`config.mk`:
```
export PLATFORM = sky130hd
export DESIGN_NAME = fifo_stream_reader_flat
export DESIGN_NICKNAME = d
export VERILOG_FILES = /design/src/rtl/fifo_stream_reader_if.sv /design/src/rtl/fifo_stream_reader.sv /design/src/flat_wrapper.sv
export SDC_FILE = /design/constraint.sdc
export NUM_CORES = 1
export LEC_CHECK = 0
export CAP_MARGIN = 20
export CELL_PAD_IN_SITES_DETAIL_PLACEMENT = 0
export CELL_PAD_IN_SITES_GLOBAL_PLACEMENT = 1
export CORE_AREA = 2 2 116 118
export CTS_CLUSTER_SIZE = 8
export DETAILED_ROUTE_END_ITERATION = 8
export DIE_AREA = 0 0 118 120
export PLACE_DENSITY_LB_ADDON = 0.08
export RECOVER_POWER = 25
export SETUP_SLACK_MARGIN = 0.05
export SLEW_MARGIN = 15
export SYNTH_ARGS = -nofsm -noshare
export SYNTH_HDL_FRONTEND = slang
export SYNTH_SLANG_ARGS = --single-unit
```
`constraint.sdc`:
```
create_clock -name rd_clk -period 4.4 [get_ports rd_clk]
set_input_delay 0.44 -clock rd_clk [delete_from_list [all_inputs] [get_ports rd_clk]]
set_output_delay 0.44 -clock rd_clk [all_outputs]
set_load 0.05 [all_outputs]
```
`src/rtl/fifo_stream_reader_if.sv`:
```
// FIFO read-port and output-stream bundle for fifo_stream_reader.
// master = the reader (drives pops and the stream), slave = FIFO plus downstream sink.
interface fifo_stream_reader_if #(
    parameter int BITS = 32
);
    logic            fifo_rd_en;
    logic [BITS-1:0] fifo_rd_data;
    logic            fifo_rd_empty;
    logic            m_valid;
    logic            m_ready;
    logic [BITS-1:0] m_data;
    logic            m_last;

    modport master (
        output fifo_rd_en,
        input  fifo_rd_data,
        input  fifo_rd_empty,
        output m_valid,
        input  m_ready,
        output m_data,
        output m_last
    );

    modport slave (
        input  fifo_rd_en,
        output fifo_rd_data,
        output fifo_rd_empty,
        input  m_valid,
        output m_ready,
        input  m_data,
        input  m_last
    );
endinterface

```
`src/rtl/fifo_stream_reader.sv`:
```
// Read-domain drain engine: pops the async FIFO into a 3-deep in-order buffer and
// presents the words as a framed valid/ready stream at one word per clock.
module fifo_stream_reader #(
    parameter int BITS     = 32,
    parameter int PKT_LEN  = 4,
    parameter int CNT_BITS = 16
) (
    input  logic                rd_clk,
    input  logic                rd_rst,
    input  logic                enable,
    fifo_stream_reader_if.master bus,
    output logic [CNT_BITS-1:0] word_count
);
    localparam int BEAT_W = (PKT_LEN > 1) ? $clog2(PKT_LEN) : 1;
    localparam logic [BEAT_W-1:0] LAST_BEAT = BEAT_W'(PKT_LEN - 1);

    logic [BITS-1:0]   mem [3];
    logic [1:0]        occ;
    logic              inflight;
    logic [BEAT_W-1:0] beat;
    logic [2:0]        pending;
    logic              rd_en;
    logic              valid;
    logic              hs;
    logic [1:0]        wr_idx;

    // Committed words (buffered plus in flight) must leave a free slot for the next capture.
    assign pending = {1'b0, occ} + {2'b0, inflight};
    assign rd_en   = enable & ~bus.fifo_rd_empty & (pending <= 3'd2) & ~rd_rst;
    assign valid   = (occ != 2'd0);
    assign hs      = valid & bus.m_ready;
    assign wr_idx  = occ - {1'b0, hs};

    assign bus.fifo_rd_en = rd_en;
    assign bus.m_valid    = valid;
    assign bus.m_data     = mem[0];
    assign bus.m_last     = valid & (beat == LAST_BEAT);

    // mem[0] is the head; a handshake shifts down while a capture lands just past the survivors.
    always_ff @(posedge rd_clk or posedge rd_rst) begin
        if (rd_rst) begin
            for (int i = 0; i < 3; i++) begin
                mem[i] <= '0;
            end
            occ        <= 2'd0;
            inflight   <= 1'b0;
            beat       <= '0;
            word_count <= '0;
        end else begin
            inflight <= rd_en;
            occ      <= occ + {1'b0, inflight} - {1'b0, hs};
            if (hs) begin
                mem[0] <= mem[1];
                mem[1] <= mem[2];
            end
            for (int i = 0; i < 3; i++) begin
                if (inflight && (wr_idx == 2'(i))) begin
                    mem[i] <= bus.fifo_rd_data;
                end
            end
            if (hs) begin
                word_count <= word_count + CNT_BITS'(1);
                beat       <= (beat == LAST_BEAT) ? '0 : beat + BEAT_W'(1);
            end
        end
    end
endmodule

```
`src/flat_wrapper.sv`:
```
// flat-port wrapper written by rule: the top's interface ports become plain ports
module fifo_stream_reader_flat 
#(
    parameter int BITS     = 32,
    parameter int PKT_LEN  = 4,
    parameter int CNT_BITS = 16
)
  (rd_clk, rd_rst, enable, word_count, bus_fifo_rd_en, bus_fifo_rd_data, bus_fifo_rd_empty, bus_m_valid, bus_m_ready, bus_m_data, bus_m_last);
  fifo_stream_reader_if #(.BITS(BITS)) bus_i ();
  input  logic rd_clk;
  input  logic rd_rst;
  input  logic enable;
  output logic [CNT_BITS-1:0] word_count;
  output wire logic [$bits(bus_i.fifo_rd_en)-1:0] bus_fifo_rd_en;
  input wire logic [$bits(bus_i.fifo_rd_data)-1:0] bus_fifo_rd_data;
  input wire logic [$bits(bus_i.fifo_rd_empty)-1:0] bus_fifo_rd_empty;
  output wire logic [$bits(bus_i.m_valid)-1:0] bus_m_valid;
  input wire logic [$bits(bus_i.m_ready)-1:0] bus_m_ready;
  output wire logic [$bits(bus_i.m_data)-1:0] bus_m_data;
  output wire logic [$bits(bus_i.m_last)-1:0] bus_m_last;
  assign bus_fifo_rd_en = bus_i.fifo_rd_en;
  assign bus_i.fifo_rd_data = bus_fifo_rd_data;
  assign bus_i.fifo_rd_empty = bus_fifo_rd_empty;
  assign bus_m_valid = bus_i.m_valid;
  assign bus_i.m_ready = bus_m_ready;
  assign bus_m_data = bus_i.m_data;
  assign bus_m_last = bus_i.m_last;
  fifo_stream_reader #(.BITS(BITS), .PKT_LEN(PKT_LEN), .CNT_BITS(CNT_BITS)) u_core (.rd_clk(rd_clk), .rd_rst(rd_rst), .enable(enable), .bus(bus_i), .word_count(word_count));
endmodule
```
* Yosys cells after proc, flatten, opt, wreduce, memory -nomap -nowiden
Cells that the tools add are included.
** Storage, ports and cells
- Bits of input ports :: 37
- Output and inout port bits :: 51
- Flip-flop bits (word level) :: 117
- Logic and storage cells :: 35
** Operators by class
- Order comparisons :: 1
- Multiplexer cells :: 4
- Equality and inequality tests :: 3
- Bitwise gates (word level) :: 7
- $add $sub $neg :: 6
- Reduce and logical (&&, ||, !) cells :: 7
** Operators with widths (count)
- $mux W32 :: 2
- $mux W64 :: 1
- $add A16 B1 Y16 const B :: 1
- $reduce_bool A2 Y1 :: 3
- $and A1 B1 Y1 :: 5
- $eq A2 B2 Y1 const B :: 2
- $sub A2 B1 Y2 :: 2
- $add A2 B1 Y3 :: 1
- $le A3 B2 Y1 const B :: 1
- $logic_and A1 B1 Y1 :: 3
- $add A2 B1 Y2 :: 1
- $add A2 B1 Y2 const B :: 1
- $eq A2 B1 Y1 const B :: 1
- $logic_not A2 Y1 :: 1
- $mux W2 :: 1
- $not A1 Y1 :: 2

* Longest topological paths before layout
- Depth after elaboration :: 6
- Mapped depth :: 6
- Depth with buffers taken out :: 5

* Least setup slack after synthesis
No wires, ideal clock.
- Path kind :: reg2out
- Start :: register u_core.inflight
- End :: output port bus_fifo_rd_en
- Buffers on the path :: 0
- Stages on the path, launching flop included :: 6
- Required time :: 3960 ps
- Data arrival time :: 2604 ps
- Path slack :: 1356 ps
- Cells stage by stage :: dfrtp_1 > ha_1 > ha_1 > nor2_1 > a21oi_1 > nor4b_1
** On the way
- Cells in the longest elaborated chain, start to end :: 4
** Ends and longest elaborated chain
- start, declared :: RTL line fifo_stream_reader.sv:19 : logic inflight;
- start signal, assigned :: RTL line fifo_stream_reader.sv:50 : inflight <= rd_en;
- $add A2 B1 Y3 :: RTL line fifo_stream_reader.sv:28 : assign pending = {1'b0, occ} + {2'b0, inflight};
- $le A3 B2 Y1 :: RTL line fifo_stream_reader.sv:29 : assign rd_en = enable & ~bus.fifo_rd_empty & (pending <= 3'd2) & ~rd_rst;
- $and A1 B1 Y1 (2 in a row) :: RTL line fifo_stream_reader.sv:29
- end, declared :: RTL line flat_wrapper.sv:14 : output wire logic [$bits(bus_i.fifo_rd_en)-1:0] bus_fifo_rd_en;
Every way passes these cells.

* Final worst setup path
- Start :: register u_core.occ[0]
- End :: output port bus_fifo_rd_en
** On the way
- Cells in the longest elaborated chain, start to end :: 4
** Ends and longest elaborated chain
- start, declared :: RTL line fifo_stream_reader.sv:18 : logic [1:0] occ;
- start signal, assigned :: RTL line fifo_stream_reader.sv:51 : occ <= occ + {1'b0, inflight} - {1'b0, hs};
- $add A2 B1 Y3 :: RTL line fifo_stream_reader.sv:28
- $le A3 B2 Y1 :: RTL line fifo_stream_reader.sv:29
- $and A1 B1 Y1 (2 in a row) :: RTL line fifo_stream_reader.sv:29
Every way passes these cells.

==> out/results.md <==
| Quantity | Reported | Unit |
|---|---|---|
| Final core area utilization | 0.514 | - |
| Sequential share of the synthesized area | 0.550 | - |
| Max-slew violations | 54 | - |
| Post-layout nets | 601 | - |
| Count of yosys warnings during synthesis | 0 | - |
| Commonest cells after routing, fill and taps aside | 117 x dfrtp_1, 107 x nand2_1, 85 x clkdlybuf4s50_1 | - |
| Number of endpoints failing setup at the final stage | 0 | - |
| Share of the clock period used by the worst path after layout | 0.711 | - |
| Vertical extent of the die | 120 | µm |
| # hold bufs at CTS | 0 | - |
| Capturing element type of the critical path | output port | - |
| Data arrival, critical path | 2.69 | ns |
| Longest Clk Path Bufs | 2 | - |
| Fraction of layout instances using a drive strength above 1 | 0.114 | - |
| Rel. slew slack | -0.553 | - |
| Std-Cell Core Area | 13000 | µm² |
| Tot Pwr | 4.52 | mW |
| Most common library cell in the layout ignoring fill and taps | dfrtp_1 | - |
| Setup TNS Final | 0 | ns |
| Wirelength, routed | 11200 | µm |
| Remaining global-route overflow | 0 | - |
| Number of synthesized flops with an enable pin | 0 | - |
| GRT Total Usage | 0.166 | - |
| Worst Tran Pin Value | 2.32 | ns |
| Class of the most critical setup path | reg -> out | - |
| Number of buffer and inverter stages on the critical path | 2 | - |
| Synth cell types | 35 | - |
| Fraction of registers with async set/reset | 1.00 | - |
| Clock root buffer | clkbuf_16 | - |
| Critical path launch point type | flop | - |
| Synth Cell Area | 5320 | µm² |
| Slack of the critical path | 1.27 | ns |
| Status | finished, violations left | - |
| Required time of the critical path | 3.96 | ns |
| Total number of H-tree levels | 4 | - |
| Power density of the placed cells | 678 | nW/µm² |
| Dpl ws | 1.49 | ns |
| ANT nets after route | 0 | - |
| Width of the die | 118 | µm |
| Share of the synthesized area in the top cell type | 0.550 | - |
| Final weighted congestion in routability-driven placement | 0.733 | - |
| Cell accounting for the most synthesized area | dfrtp_1 | - |
| Largest clock skew in the final design | 0.0103 | ns |
| Average cell area after synthesis | 10.5 | µm² |
| Highest cell delay on the worst timing path | 0.88 | ns |
| Sequential cell area | 2930 | µm² |
| Largest delay share family, worst path | buffers and inverters | - |
| Predominant post-synthesis flop cell | dfrtp_1 | - |
| DR vias/cell | 4.97 | - |
| Max-cap check violation count | 1 | - |
| Max stage delay cell, worst path | clkdlybuf4s50_1 | - |
| Final period demand of the worst path | 3.13 | ns |
| Antenna violations before repair | 0 | - |
| Number of buffers inserted during clock tree synthesis | 17 | - |
| Later-pin clock latency in the skew report | 0.41 | ns |
| Count of input and output buffers | 87 | - |
| Global-route wire length before repair | 18200 | µm |
| Detailed-routing iteration count for the pre-antenna-repair pass | 4 | - |
| Inserted Diodes | 0 | - |
| Class of the tightest hold or removal check | reg -> reg | - |
| Static leakage | 3.08 | nW |
| Vias in the first global route | 3552 | - |
| Sink count of the clock tree | 117 | - |
| Critical Path Fanout Max | 7 | - |
| Number of failing hold endpoints at the final stage | 0 | - |
| Final-layout fill cell count | 1218 | - |
| Area contributors post-synth | dfrtp_1 55%, nand2_1 7.5%, mux2i_1 6.0% | - |
| Largest net degree at the start of global routing | 54 | - |
| IO Count | 88 | - |
| Clock-pin slew on the worst setup and hold paths | 0.05 | ns |
| Resized cells post-CTS | 0 | - |
| Highest clock frequency the design can meet | 320 | MHz |
| Total number of vias | 3713 | - |
| Number of instances in the synthesized netlist | 505 | - |
| Die footprint | 14200 | µm² |
| Clock tree from TritonCTS | done | - |
| Initial detailed-routing violation count | 266 | - |
| Area occupied by multi-input gates | 2030 | µm² |
| Initial Utilization | 0.410 | - |
| Average routed wire per standard cell | 15.0 | µm |
| Number of placement rows | 42 | - |
| IR drop worst, VDD | 0.364 | mV |
| Register bit total from synthesis | 117 | - |
| Most repeated library cell on the critical path | ha_1 | - |
| Unrepaired setup endpoints after global routing | false | - |
| HPWL after detailed placement | 6940 | µm |
| Buffer count from post-CTS setup fixing | 0 | - |
| Net count after synthesis | 548 | - |
| Violations in the final reports | max-capacitance violations, max-slew violations | - |
| Chain of cells forming the critical path | ha_1, inv_1, ha_1, a21oi_1, nor4b_1, clkdlybuf4s50_1 | - |
| Layout Area Growth over Synthesis | 25.3 | % |
| DRC viols | 0 | - |
==> synth_stat cells, drive strengths merged, types with 6 or more instances <==
cell and count:
xnor2 12, mux2i 32, nand2 107, ha 6, buf 54, mux2 32
dfrtp 117, nor2 38, a31oi 32, o21ai 34
==> kinds of logic (layout without fill, tap and decap cells) <==
| kind of cell | after synthesis | in the layout | share of synthesized area |
|---|---|---|---|
| flip-flops | 117 | 117 | 0.550 |
| XOR/XNOR | 16 | 16 | 0.0263 |
| buffers and inverters | 63 | 129 | 0.0734 |
| adder cells (fa/ha/maj) | 6 | 6 | 0.0141 |
| AO/OA/AOI/OAI | 68 | 68 | 0.0727 |
| multiplexers | 64 | 64 | 0.128 |
| AND/OR/NAND/NOR | 171 | 171 | 0.135 |
==> metrics by stage <==
stage	area, µm²	hold slack, ns	instances
final	6670	0.463	747
after global routing	6670	0.498	747
after CTS	6670	0.473	747
after detailed placement	6130	0.462	715
after global placement	6130	0.462	715
after floorplan	5320	0.450	505
==> layout make-up <==
class / count / area share
tap: 176 / 0.0330
timing repair buffer: 93 / 0.139
inverter: 4 / 0.00244
multi-input combinational: 325 / 0.305
clock buffer: 28 / 0.0745
sequential: 117 / 0.439
clock inverter: 4 / 0.00676
==> state kept, by name, summed over array words and instances, names as in the netlist <==
name	cells
u_core.occ	2
u_core.mem	64
u_core.word_count	16
u_core.inflight	1
u_core.bus.m_data	32
u_core.beat	2
==> layer usage <==
layer | global-route usage | vias up | routed length (µm)
met5 | 0 | - | 0
met4 | 0.0655 | 0 | 88
met3 | 0.0547 | 8 | 501
met2 | 0.251 | 81 | 5090
met1 | 0.221 | 1845 | 5500
li1 | - | 1779 | -
==> worst paths after layout <==
check,from,to,slack [ns],cells past startpoint
min in group asynchronous,rd_rst,u_core.mem[28],1.14,2
max in group asynchronous,rd_rst,u_core.mem[30],1.64,3
worst min register to register,u_core.word_count[15],u_core.word_count[15],0.46,1
worst max register to register,u_core.occ[1],u_core.mem[8],2.08,4
worst max-delay path,u_core.occ[0],bus_fifo_rd_en,1.27,6
worst min-delay path,u_core.word_count[15],u_core.word_count[15],0.46,1
==> where the power goes <==
| group | internal, mW | leakage, nW | switching, mW |
|---|---|---|---|
| clock | 0.818 | 0.266 | 0.450 |
| sequential | 1.47 | 1.49 | 0.231 |
| combinational | 0.585 | 1.32 | 0.972 |
| total | 2.87 | 3.08 | 1.65 |
Note: power is estimated with default switching activity, not from simulation.
